File: src/rtl/dmem_arbiter.sv
// dmem_arbiter: round-robin arbiter sharing one data-memory port between
// the CPU load/store path (port 0) and the debug/loader path (port 1).
//
// Ports:
//   clk, reset          - rising-edge clock, async active-high reset
//   reqN/lockN/weN      - request, burst lock, write enable per port
//   addrN/wdataN        - access address and write data per port
//   gntN                - access performed this cycle for port N
//   rvalidN/rdata       - registered read data with per-port valid pulse
//   mem_*               - drive to / read data from data_memory
//   conflict_cnt        - saturating count of contended cycles
//
// Optional: define DMEM_ARB_CONFLICT_CNT_EN to build the conflict counter;
// otherwise conflict_cnt is tied to zero.
module dmem_arbiter #(
  parameter int DATA_W    = 8,
  parameter int ADDR_W    = 8,
  parameter int MAX_BURST = 4
) (
  input  logic              clk,
  input  logic              reset,
  input  logic              req0,
  input  logic              req1,
  input  logic              lock0,
  input  logic              lock1,
  input  logic              we0,
  input  logic              we1,
  input  logic [ADDR_W-1:0] addr0,
  input  logic [ADDR_W-1:0] addr1,
  input  logic [DATA_W-1:0] wdata0,
  input  logic [DATA_W-1:0] wdata1,
  output logic              gnt0,
  output logic              gnt1,
  output logic              rvalid0,
  output logic              rvalid1,
  output logic [DATA_W-1:0] rdata,
  output logic              mem_read,
  output logic              mem_write,
  output logic [ADDR_W-1:0] mem_addr,
  output logic [DATA_W-1:0] mem_wdata,
  input  logic [DATA_W-1:0] mem_rdata,
  output logic [7:0]        conflict_cnt
);

  typedef enum logic [1:0] {
    S_IDLE = 2'd0,
    S_OWN0 = 2'd1,
    S_OWN1 = 2'd2
  } state_t;

  localparam logic [3:0] LP_BMAX = 4'(MAX_BURST - 1);

  state_t            r_state;
  logic              r_last;
  logic [3:0]        r_burst;
  logic [DATA_W-1:0] r_rdata;
  logic              r_rvalid0;
  logic              r_rvalid1;

  logic w_hold0;
  logic w_hold1;
  logic w_pick0;
  logic w_rd0;
  logic w_rd1;

  assign gnt0 = (r_state == S_OWN0);
  assign gnt1 = (r_state == S_OWN1);

  // Lock only holds the grant while the burst budget lasts.
  assign w_hold0 = req0 & lock0 & (r_burst < LP_BMAX);
  assign w_hold1 = req1 & lock1 & (r_burst < LP_BMAX);

  // From idle, port 0 wins unless only port 1 asks or port 0 won last.
  assign w_pick0 = req0 & (~req1 | r_last);

  assign w_rd0 = gnt0 & ~we0;
  assign w_rd1 = gnt1 & ~we1;

  always_comb begin
    mem_read  = 1'b0;
    mem_write = 1'b0;
    mem_addr  = '0;
    mem_wdata = '0;
    unique case (1'b1)
      gnt0: begin
        mem_read  = ~we0;
        mem_write = we0;
        mem_addr  = addr0;
        mem_wdata = wdata0;
      end
      gnt1: begin
        mem_read  = ~we1;
        mem_write = we1;
        mem_addr  = addr1;
        mem_wdata = wdata1;
      end
      default: ;
    endcase
  end

  always_ff @(posedge clk or posedge reset) begin
    if (reset) begin
      r_state   <= S_IDLE;
      r_last    <= 1'b1;
      r_burst   <= '0;
      r_rdata   <= '0;
      r_rvalid0 <= 1'b0;
      r_rvalid1 <= 1'b0;
    end else begin
      r_rvalid0 <= w_rd0;
      r_rvalid1 <= w_rd1;
      if (w_rd0 | w_rd1) r_rdata <= mem_rdata;
      unique case (r_state)
        S_IDLE: begin
          r_burst <= '0;
          if (w_pick0) begin
            r_state <= S_OWN0;
            r_last  <= 1'b0;
          end else if (req1) begin
            r_state <= S_OWN1;
            r_last  <= 1'b1;
          end
        end
        S_OWN0: begin
          if (req1 & ~w_hold0) begin
            r_state <= S_OWN1;
            r_last  <= 1'b1;
            r_burst <= '0;
          end else if (req0) begin
            if (r_burst != LP_BMAX) r_burst <= r_burst + 4'd1;
          end else begin
            r_state <= S_IDLE;
            r_burst <= '0;
          end
        end
        S_OWN1: begin
          if (req0 & ~w_hold1) begin
            r_state <= S_OWN0;
            r_last  <= 1'b0;
            r_burst <= '0;
          end else if (req1) begin
            if (r_burst != LP_BMAX) r_burst <= r_burst + 4'd1;
          end else begin
            r_state <= S_IDLE;
            r_burst <= '0;
          end
        end
        default: begin
          r_state <= S_IDLE;
          r_burst <= '0;
        end
      endcase
    end
  end

  assign rdata   = r_rdata;
  assign rvalid0 = r_rvalid0;
  assign rvalid1 = r_rvalid1;

`ifdef DMEM_ARB_CONFLICT_CNT_EN
  logic [7:0] r_conf;

  always_ff @(posedge clk or posedge reset) begin
    if (reset) begin
      r_conf <= '0;
    end else if (req0 & req1 & (r_conf != 8'hFF)) begin
      r_conf <= r_conf + 8'd1;
    end
  end

  assign conflict_cnt = r_conf;
`else
  assign conflict_cnt = 8'h00;
`endif

endmodule

File: config.mk
export PLATFORM = sky130hd
export DESIGN_NAME = dmem_arbiter
export DESIGN_NICKNAME = d
export VERILOG_FILES = /design/src/rtl/dmem_arbiter.sv
export SDC_FILE = /design/constraint.sdc
export NUM_CORES = 1
export LEC_CHECK = 0
export ABC_AREA = 0
export BUFFER_PORTS_ARGS = -buffer_cell sky130_fd_sc_hd__buf_2
export CAP_MARGIN = 30
export CELL_PAD_IN_SITES_DETAIL_PLACEMENT = 0
export CELL_PAD_IN_SITES_GLOBAL_PLACEMENT = 1
export CORE_MARGIN = 3
export CORE_UTILIZATION = 28
export CTS_CLUSTER_SIZE = 30
export DETAILED_ROUTE_END_ITERATION = 12
export PLACE_DENSITY_LB_ADDON = 0.15
export SLEW_MARGIN = 30
export SYNTH_ARGS = -nofsm -noshare
export SYNTH_HDL_FRONTEND = slang
export SYNTH_SLANG_ARGS = --single-unit
File: constraint.sdc
create_clock -name clk -period 2.35 [get_ports clk]
set_input_delay 0 -clock clk [delete_from_list [all_inputs] [get_ports clk]]
set_output_delay 0 -clock clk [all_outputs]
set_load 0.01 [all_outputs]
; ---- Word-level counts from Yosys, hierarchy flattened
; Cells that the tools add are included.
[word_totals]
reg_bits = 17
output_inout_bits = 38
elab_cells = 58
[classes]
magnitude_cmp = 1
n_reduce_logical = 4
eq_ne = 8
n_mux = 22
n_addsub = 1
bitwise = 16
[op_table]
columns = op, n
row1 = $pmux 8 s2, 2
row2 = $mux 4, 5
row3 = $mux 2, 6
row4 = $and 1x1->1, 9
row5 = $pmux 4 s2, 1
row6 = $ne 3x2->1 const B, 2
row7 = $pmux 2 s3, 1
row8 = $not 1->1, 5
row9 = $add 4x1->4 const B, 1
row10 = $lt 4x2->1 const B, 1
row11 = $mux 1, 4
row12 = $ne 2x1->1 const B, 2
row13 = $ne 4x2->1 const B, 1
row14 = $pmux 1 s2, 2
row15 = $reduce_and 4->1, 1
row16 = $ne 3x3->1 const B, 1
row17 = $pmux 1 s3, 1
row18 = $reduce_and 3->1, 1
row19 = $reduce_bool 3->1, 1
row20 = $eq 2x1->1 const B, 1
row21 = $eq 2x2->1 const B, 1
row22 = $logic_not 2->1, 1
row23 = $or 1x1->1, 2

; ---- Logic depth before layout (Yosys ltp)
; Gate-level depths: netlist of the first run.
[depth]
ltp_word = 6
depth_mapped = 6

; ---- Worst setup path before layout of the first run
; OpenSTA, ideal clock, no wires.
[synth_timing]
path_type = register -> register
from = register r_burst[0]
to = register r_state[1]
synth_period_minus_slack_ps = 1749
setup_time_ps = 126
n_path_buf = 0
path_slack_ps = 601
t_arrival_ps = 1623
path_stages_with_launch = 6
cell_sequence = dfrtp_1 ha_1 or4b_4 o21ai_2 nor3b_1 o32a_1
[synth_via]
elab_chain_cells = 6
elab_cells_between_ends = 13
classes_between = order compare: 1 / eq/ne: 2 / mux: 3 / bitwise: 6 / reduce/logical: 1
[synth_rtl]
columns = element, line
row1 = from (decl), 55  ; logic [3:0] r_burst;
row2 = from (signal assigned), 130  ; if (r_burst != LP_BMAX) r_burst <= r_burst + 4'd1;
row3 = from (signal assigned), 142  ; if (r_burst != LP_BMAX) r_burst <= r_burst + 4'd1;
row4 = $lt 4x2->1 (*), "70, 71"
row5 = $and 1x1->1 (on tied branches), "71, 70"
row6 = $not 1->1 (on tied branches), "137, 125"
row7 = $and 1x1->1 (on tied branches), "137, 125"
row8 = $ne 3x2->1 (no line) (tied with other cells), n/a
row9 = $reduce_and 3->1 (no line) / $pmux 2 s3 (equally long branches), n/a
row10 = to (signal assigned), 138  ; r_state <= S_OWN0;
row11 = to (signal assigned), 144  ; r_state <= S_IDLE;
row12 = to (signal assigned), 149  ; r_state <= S_IDLE;
row13 = to (decl), 53  ; state_t r_state;
; Mark *: on every way between the ends. The rest lies on a longest branch, timed or not.
; A chain may end at the register's enable or synchronous reset.

; ---- Worst setup path in the final report of the first run
[layout_timing]
from = register r_state[0]
to = output mem_wdata[6]
[layout_via]
elab_chain_cells = 2
elab_cells_between_ends = 3
classes_between = eq/ne: 2 / mux: 1
[layout_rtl]
columns = element, line
row1 = from (signal assigned), 103  ; r_state <= S_IDLE;
row2 = from (signal assigned), 117  ; r_state <= S_OWN0;
row3 = from (signal assigned), 120  ; r_state <= S_OWN1;
row4 = $eq 2x2->1 / $eq 2x1->1 (equally long branches), "67, 66"
row5 = $pmux 8 s2 (*), 84  ; unique case (1'b1)
row6 = to (decl), 40  ; output logic [DATA_W-1:0] mem_wdata,
; Marks and branches as above.

==> metrics, run 1 <==
status=finished, final reports clean; placed cell areas=1540 um^2; Ys Warns=0; Core Footprint=3800 um^2; clk root buf=clkbuf_8; Detailed Route Iter0 Violations=12; Reg power frac=28.3%; DRC Markers=0; Total GRT Usage=12.6%; DP Wirelength=2490 um; Synth area leaders=dfrtp_1, a22o_1, mux2_2, ha_1, buf_4; initial antenna violation count=0; area growth from synthesis to layout=48.5%; Nets=252; RSZ-0062 raised after global routing=no; Syn Inst Count=111; FF+latch count, synth=17; Longest Clk Path Bufs=2; final setup vio count=0; CTS H-tree depth=1; Slew @ Worst Pin=0.624 ns; slack of the worst reg-to-reg path=0.52 ns; Die Y=70.0 um; Worst Setup Start Kind=flop; Worst EP arrival=2.02 ns; Rows=22; Top Ports=86; met2 wire len=1600 um; worst slack, placed=0.521 ns; slowest CP cell=and2_1; Reg area=427 um^2; PortBufs=77; Max Freq=494 MHz; hold_buf cts=11; Pleak=0.902 nW; Synth Area per Inst=10.3 um^2; full die area=4900 um^2; Final period util=86.2%; uppermost layer routed=met4; routed len/inst=12.5 um; area of the multi-input gates=652 um^2; clock network fraction of design power=13.1%; Synth Cell Area=1150 um^2; CP max stage delay=0.53 ns; CTS Sinks=17; Comb power frac=58.6%; pwr dens=991 nW/um^2; Sw Pwr=0.668 mW; min cycle time layout=2.02 ns; Setup Buffers After CTS=0; sw frac=39.6%; Synth Flop Type=dfrtp_1; Design Area, Final=1700 um^2; crit end category=primary output; grt total ovfl=0; Final Hold Vio Count=0; worst path cell trace=inv_1 -> ha_1 -> and2_1 -> a22o_1 -> buf_2; met3 routed WL=328 um; Clock Skew=0.00339 ns; CTS tree=built; number of global-route vias before repair=1210; antenna cells=0; clock-pin slew on the worst setup and hold paths=0.06 ns; Power Total=1.69 mW; CP max FO=17; CP required=2.35 ns; first-pass GRT wire length=5150 um; Final GP Congestion=0.802; Core Util, Final=44.8%; worst vdd ir=0.521 mV; DR vias/cell=4.73; Num CTS Buffers=3; wirelength, routed=3070 um; via count=1163; total of max-cap violations=0; hold crit path type=primary input to flop; DRT Pass-1 Iters=4; starting density of the core=30.2%; ys async rst share=100%; Fillers=382; EDFF count, synth=0; layout cells sized above 1=49.5%; Met1 Routed Length=1130 um; cell taking the most area after synthesis=dfrtp_1; Die Wd=70.0 um; largest net degree at the start of global routing=18; Worst-Skew Late Latency=0.25 ns; Pint=1.02 mW; Final ANT Viol Nets=0; critical setup path kind=flop to primary output; Slew Limit Fails=0; Synth top area share=34.9%; distinct cell type count after synthesis=35; sequential area share after synthesis=37.2%; Final WS setup=0.325 ns; setup TNS=0 ns; Resized cells post-CTS=0; relative slew slack=58.3%
## routing by layer
| layer | vias to the layer above | track usage [%] |
|---|---|---|
| met4 | 0 | 2.34 |
| met1 | 535 | 12.8 |
| li1 | 564 | - |
| met3 | 2 | 4.75 |
| met2 | 62 | 24.3 |
| met5 | - | 0 |
## cells in the mapped netlist, types with 3 or more instances
cell       n
nand2_1    4
nand2b_1   3
dfrtp_1   16
clkbuf_1   4
ha_1       5
a22o_1    17
nor2_1     5
inv_1      5
nor3b_1    3
mux2_2     8
buf_4      8
nor2b_1    5
## power groups by stage
stage	registers (mW)	logic [mW]	clock network [mW]
floorplan	0.510	0.628	0
finish	0.477	0.987	0.221
global route	0.491	1.10	0.246
CTS	0.477	1.00	0.230
detailed placement	0.482	0.989	0
global placement	0.476	0.982	0
## final timing paths
| kind | startpoint | to | cells past startpoint |
|---|---|---|---|
| worst max-delay path | r_state[0] | mem_wdata[6] | 5 |
| worst max register to register | r_burst[0] | r_state[1] | 5 |
| worst min-delay path | req0 | r_state[0] | 3 |
| min in group asynchronous | reset | r_burst[3] | 3 |
| max in group asynchronous | reset | rdata[3] | 3 |
| worst min register to register | rdata[6] | rdata[6] | 1 |
## cell usage in the layout, fill, tap and decap left out, drive strengths merged, types with 2 or more instances in the layout
cell type / netlist / layout
conb: 1 / 8
nand2: 4 / 4
or4b: 2 / 2
a22o: 17 / 17
and2: 2 / 2
buf: 8 / 77
a21oi: 4 / 4
o21ai: 2 / 2
dfrtp: 16 / 16
nand2b: 3 / 3
mux2: 8 / 8
xor2: 2 / 2
nor2b: 5 / 5
dlygate4sd3: 0 / 11
inv: 5 / 5
ha: 5 / 5
nor2: 6 / 6
nor3b: 3 / 3
clkbuf: 4 / 3
## layout make-up
type,instances,share of cell area [%]
Tap cell,48,3.53
Sequential cell,17,25.1
Clock buffer,3,2.43
Clock inverter,1,0.441
Timing Repair Buffer,88,29.1
Inverter,5,1.10
Multi-Input combinational cell,84,38.3
## critical path, delay by kind of cell, from the launching register on
family                   cells  cell delay [ns]
adder cells (fa/ha/maj)      1             0.39
AND/OR/NAND/NOR              1             0.53
AO/OA/AOI/OAI                1             0.24
flip-flops                   1             0.39
buffers and inverters        2             0.22
## logic make-up (layout without fill, tap and decap cells)
kind of cell	count (synthesis)	in the layout	share of synthesized area (%)
AO/OA/AOI/OAI	30	30	22.3
XOR/XNOR	2	2	1.53
adder cells (fa/ha/maj)	5	5	5.46
buffers and inverters	17	97	8.19
flip-flops	17	17	37.2
multiplexers	9	9	8.73
other	1	8	0.327
AND/OR/NAND/NOR	30	30	16.3
## state kept, by name, indices dropped and copies added (netlist names)
register / count
r_state: 2
r_last: 1
rdata: 8
rvalid0: 1
rvalid1: 1
r_burst: 4
## per-stage QoR
stage          std cells  hold slack (ns)
4_1_cts              246           0.0586
2_1_floorplan        118          -0.0747
3_3_place_gp         231            0.107
6_report             246           0.0650
3_5_place_dp         231            0.110
5_1_grt              246           0.0714
Power figures use the tool's default switching activity.
==> inputs of run 2 (changes only) <==
--- a/config.mk
+++ b/config.mk
@@ -11,10 +11,12 @@
 export CELL_PAD_IN_SITES_DETAIL_PLACEMENT = 0
 export CELL_PAD_IN_SITES_GLOBAL_PLACEMENT = 1
 export CORE_MARGIN = 3
-export CORE_UTILIZATION = 28
+export CORE_UTILIZATION = 25
 export CTS_CLUSTER_SIZE = 30
 export DETAILED_ROUTE_END_ITERATION = 12
+export GPL_TIMING_DRIVEN = 0
 export PLACE_DENSITY_LB_ADDON = 0.15
+export RECOVER_POWER = 50
 export SLEW_MARGIN = 30
 export SYNTH_ARGS = -nofsm -noshare
 export SYNTH_HDL_FRONTEND = slang
==> constraint.sdc (replaced) <==
create_clock -name clk -period 1.7 [get_ports clk]
set_input_delay 0 -clock clk [delete_from_list [all_inputs] [get_ports clk]]
set_output_delay 0 -clock clk [all_outputs]
set_load 0.01 [all_outputs]
==> run 2 against run 1 <==
The run now ends with setup timing left. Cell count is 8.5% higher. First-iteration DRC count is 140% higher. Critical path depth stayed put. Clock-buffer cell count is 1 higher. Cell area is 12% higher. Sequential cell count stayed put. Die area is 11% higher. Register-to-register slack worse by 0.62 ns.
==> metrics, run 2 (synthesis results as in run 1) <==
slowest CP cell=or4b_4; wirelength, routed=3340 um; slack of the worst reg-to-reg path=-0.10 ns; total of max-cap violations=0; largest net degree at the start of global routing=18; initial antenna violation count=0; DP Wirelength=2490 um; DR vias/cell=4.67; area growth from synthesis to layout=65.8%; Final ANT Viol Nets=0; antenna cells=0; status=complete, but fails checks; hold crit path type=primary input to flop; Core Footprint=4200 um^2; Die Wd=73.7 um; CTS tree=built; Fillers=417; Nets=271; full die area=5430 um^2; CP max FO=5; PortBufs=77; Top Ports=86; DRT Pass-1 Iters=4; commonest non-fill, non-tap cell in the layout=buf_2; Worst EP arrival=1.93 ns; CP max stage delay=0.56 ns; worst vdd ir=0.685 mV; starting density of the core=27.3%; Max Freq=555 MHz; via count=1247; CTS Sinks=17; Slew @ Worst Pin=0.623 ns; worst path cell trace=ha_2 -> or4b_4 -> o21ai_4 -> nor3b_2 -> o32a_1; Final GP Congestion=0.726; Reg area=427 um^2; Core Util, Final=45.2%; max reg flops=8; CP required=1.83 ns; setup TNS=-0.283 ns; Final period util=106%; Pleak=0.978 nW; Worst Setup Start Kind=flop; most frequent cells in the layout=buf_2, a22o_1, dfrtp_1; clk root buf=clkbuf_8; Num CTS Buffers=3; relative slew slack=58.4%; CTS H-tree depth=1; grt total ovfl=0; first-pass GRT wire length=4920 um; crit end category=flop; clock-pin slew on the worst setup and hold paths=0.06 ns; failing checks=setup timing; Slew Limit Fails=0; min cycle time layout=1.80 ns; routed len/inst=12.5 um; Final Hold Vio Count=0; RSZ-0062 raised after global routing=yes; critical setup path kind=flop to flop; Detailed Route Iter0 Violations=29; DRC Markers=0; pwr dens=1360 nW/um^2; area of the multi-input gates=712 um^2; Worst-Skew Late Latency=0.24 ns; placed cell areas=1620 um^2; final setup vio count=5; Design Area, Final=1900 um^2; Clock Skew=0.00121 ns; Die Y=73.7 um; Rows=23; Final WS setup=-0.101 ns; layout cells sized above 1=53.9%; Longest Clk Path Bufs=2; Total GRT Usage=11.3%; number of global-route vias before repair=1157
run 2: layout make-up:
| class | instances | share of cell area [%] |
|---|---|---|
| buffer | 10 | 4.67 |
| timing repair buffer | 96 | 28.8 |
| clock buffer | 4 | 2.37 |
| sequential | 17 | 22.4 |
| multi-input combinational | 85 | 37.5 |
| inverter | 5 | 0.987 |
| tap | 50 | 3.29 |
run 2: metrics by stage:
stage          std cells  worst slack, ns  hold WS [ns]  power (mW)
2_1_floorplan        118          -0.0126       -0.0747        1.57
3_3_place_gp         245           -0.254         0.111        2.04
3_5_place_dp         245           -0.337         0.119        2.06
4_1_cts              263           -0.109        0.0748        2.54
5_1_grt              267           -0.163         0.103        2.80
6_report             267           -0.101        0.0755        2.59
run 2: worst paths after layout:
| check | cells after the start | from | end |
|---|---|---|---|
| worst max-delay path | 5 | r_burst[1] | r_state[1] |
| worst min-delay path | 3 | req0 | r_state[0] |
| worst max register to register | 5 | r_burst[1] | r_state[1] |
| worst min register to register | 1 | rdata[0] | rdata[0] |
| max in group asynchronous | 3 | reset | rvalid0 |
| min in group asynchronous | 3 | reset | rdata[7] |
run 2: routing by layer:
layer  share of wire [%]  track usage (%)  up-vias
met5                   0                0        -
met4                0.30             3.02        0
met3                  11             2.05        2
met2                  53             23.4       63
met1                  35             11.1      575
li1                    -                -      607
run 2: worst max-delay path: cells and delay by family (launching register included):
kind | cells | cell delay [ns]
AND/OR/NAND/NOR | 2 | 0.63
AO/OA/AOI/OAI | 2 | 0.45
flip-flops | 1 | 0.39
adder cells (fa/ha/maj) | 1 | 0.22
run 2: report_power, final:
part / leakage [nW] / switching, mW / internal, mW / total (mW)
Clock: 0.0228 / 0.123 / 0.166 / 0.288
Sequential: 0.212 / 0.0922 / 0.568 / 0.660
Combinational: 0.742 / 0.781 / 0.861 / 1.64
Total: 0.978 / 0.995 / 1.59 / 2.59
run 2: what timing repair did:
item                       in CTS  in global routing
hold buffers                   11                  0
hold endpoints to repair       26                  0
pin swaps                       4                  4
setup buffers                   5                  3
gates resized for setup        21                  5
cloned                          0                  1
setup endpoints to repair      33                 26
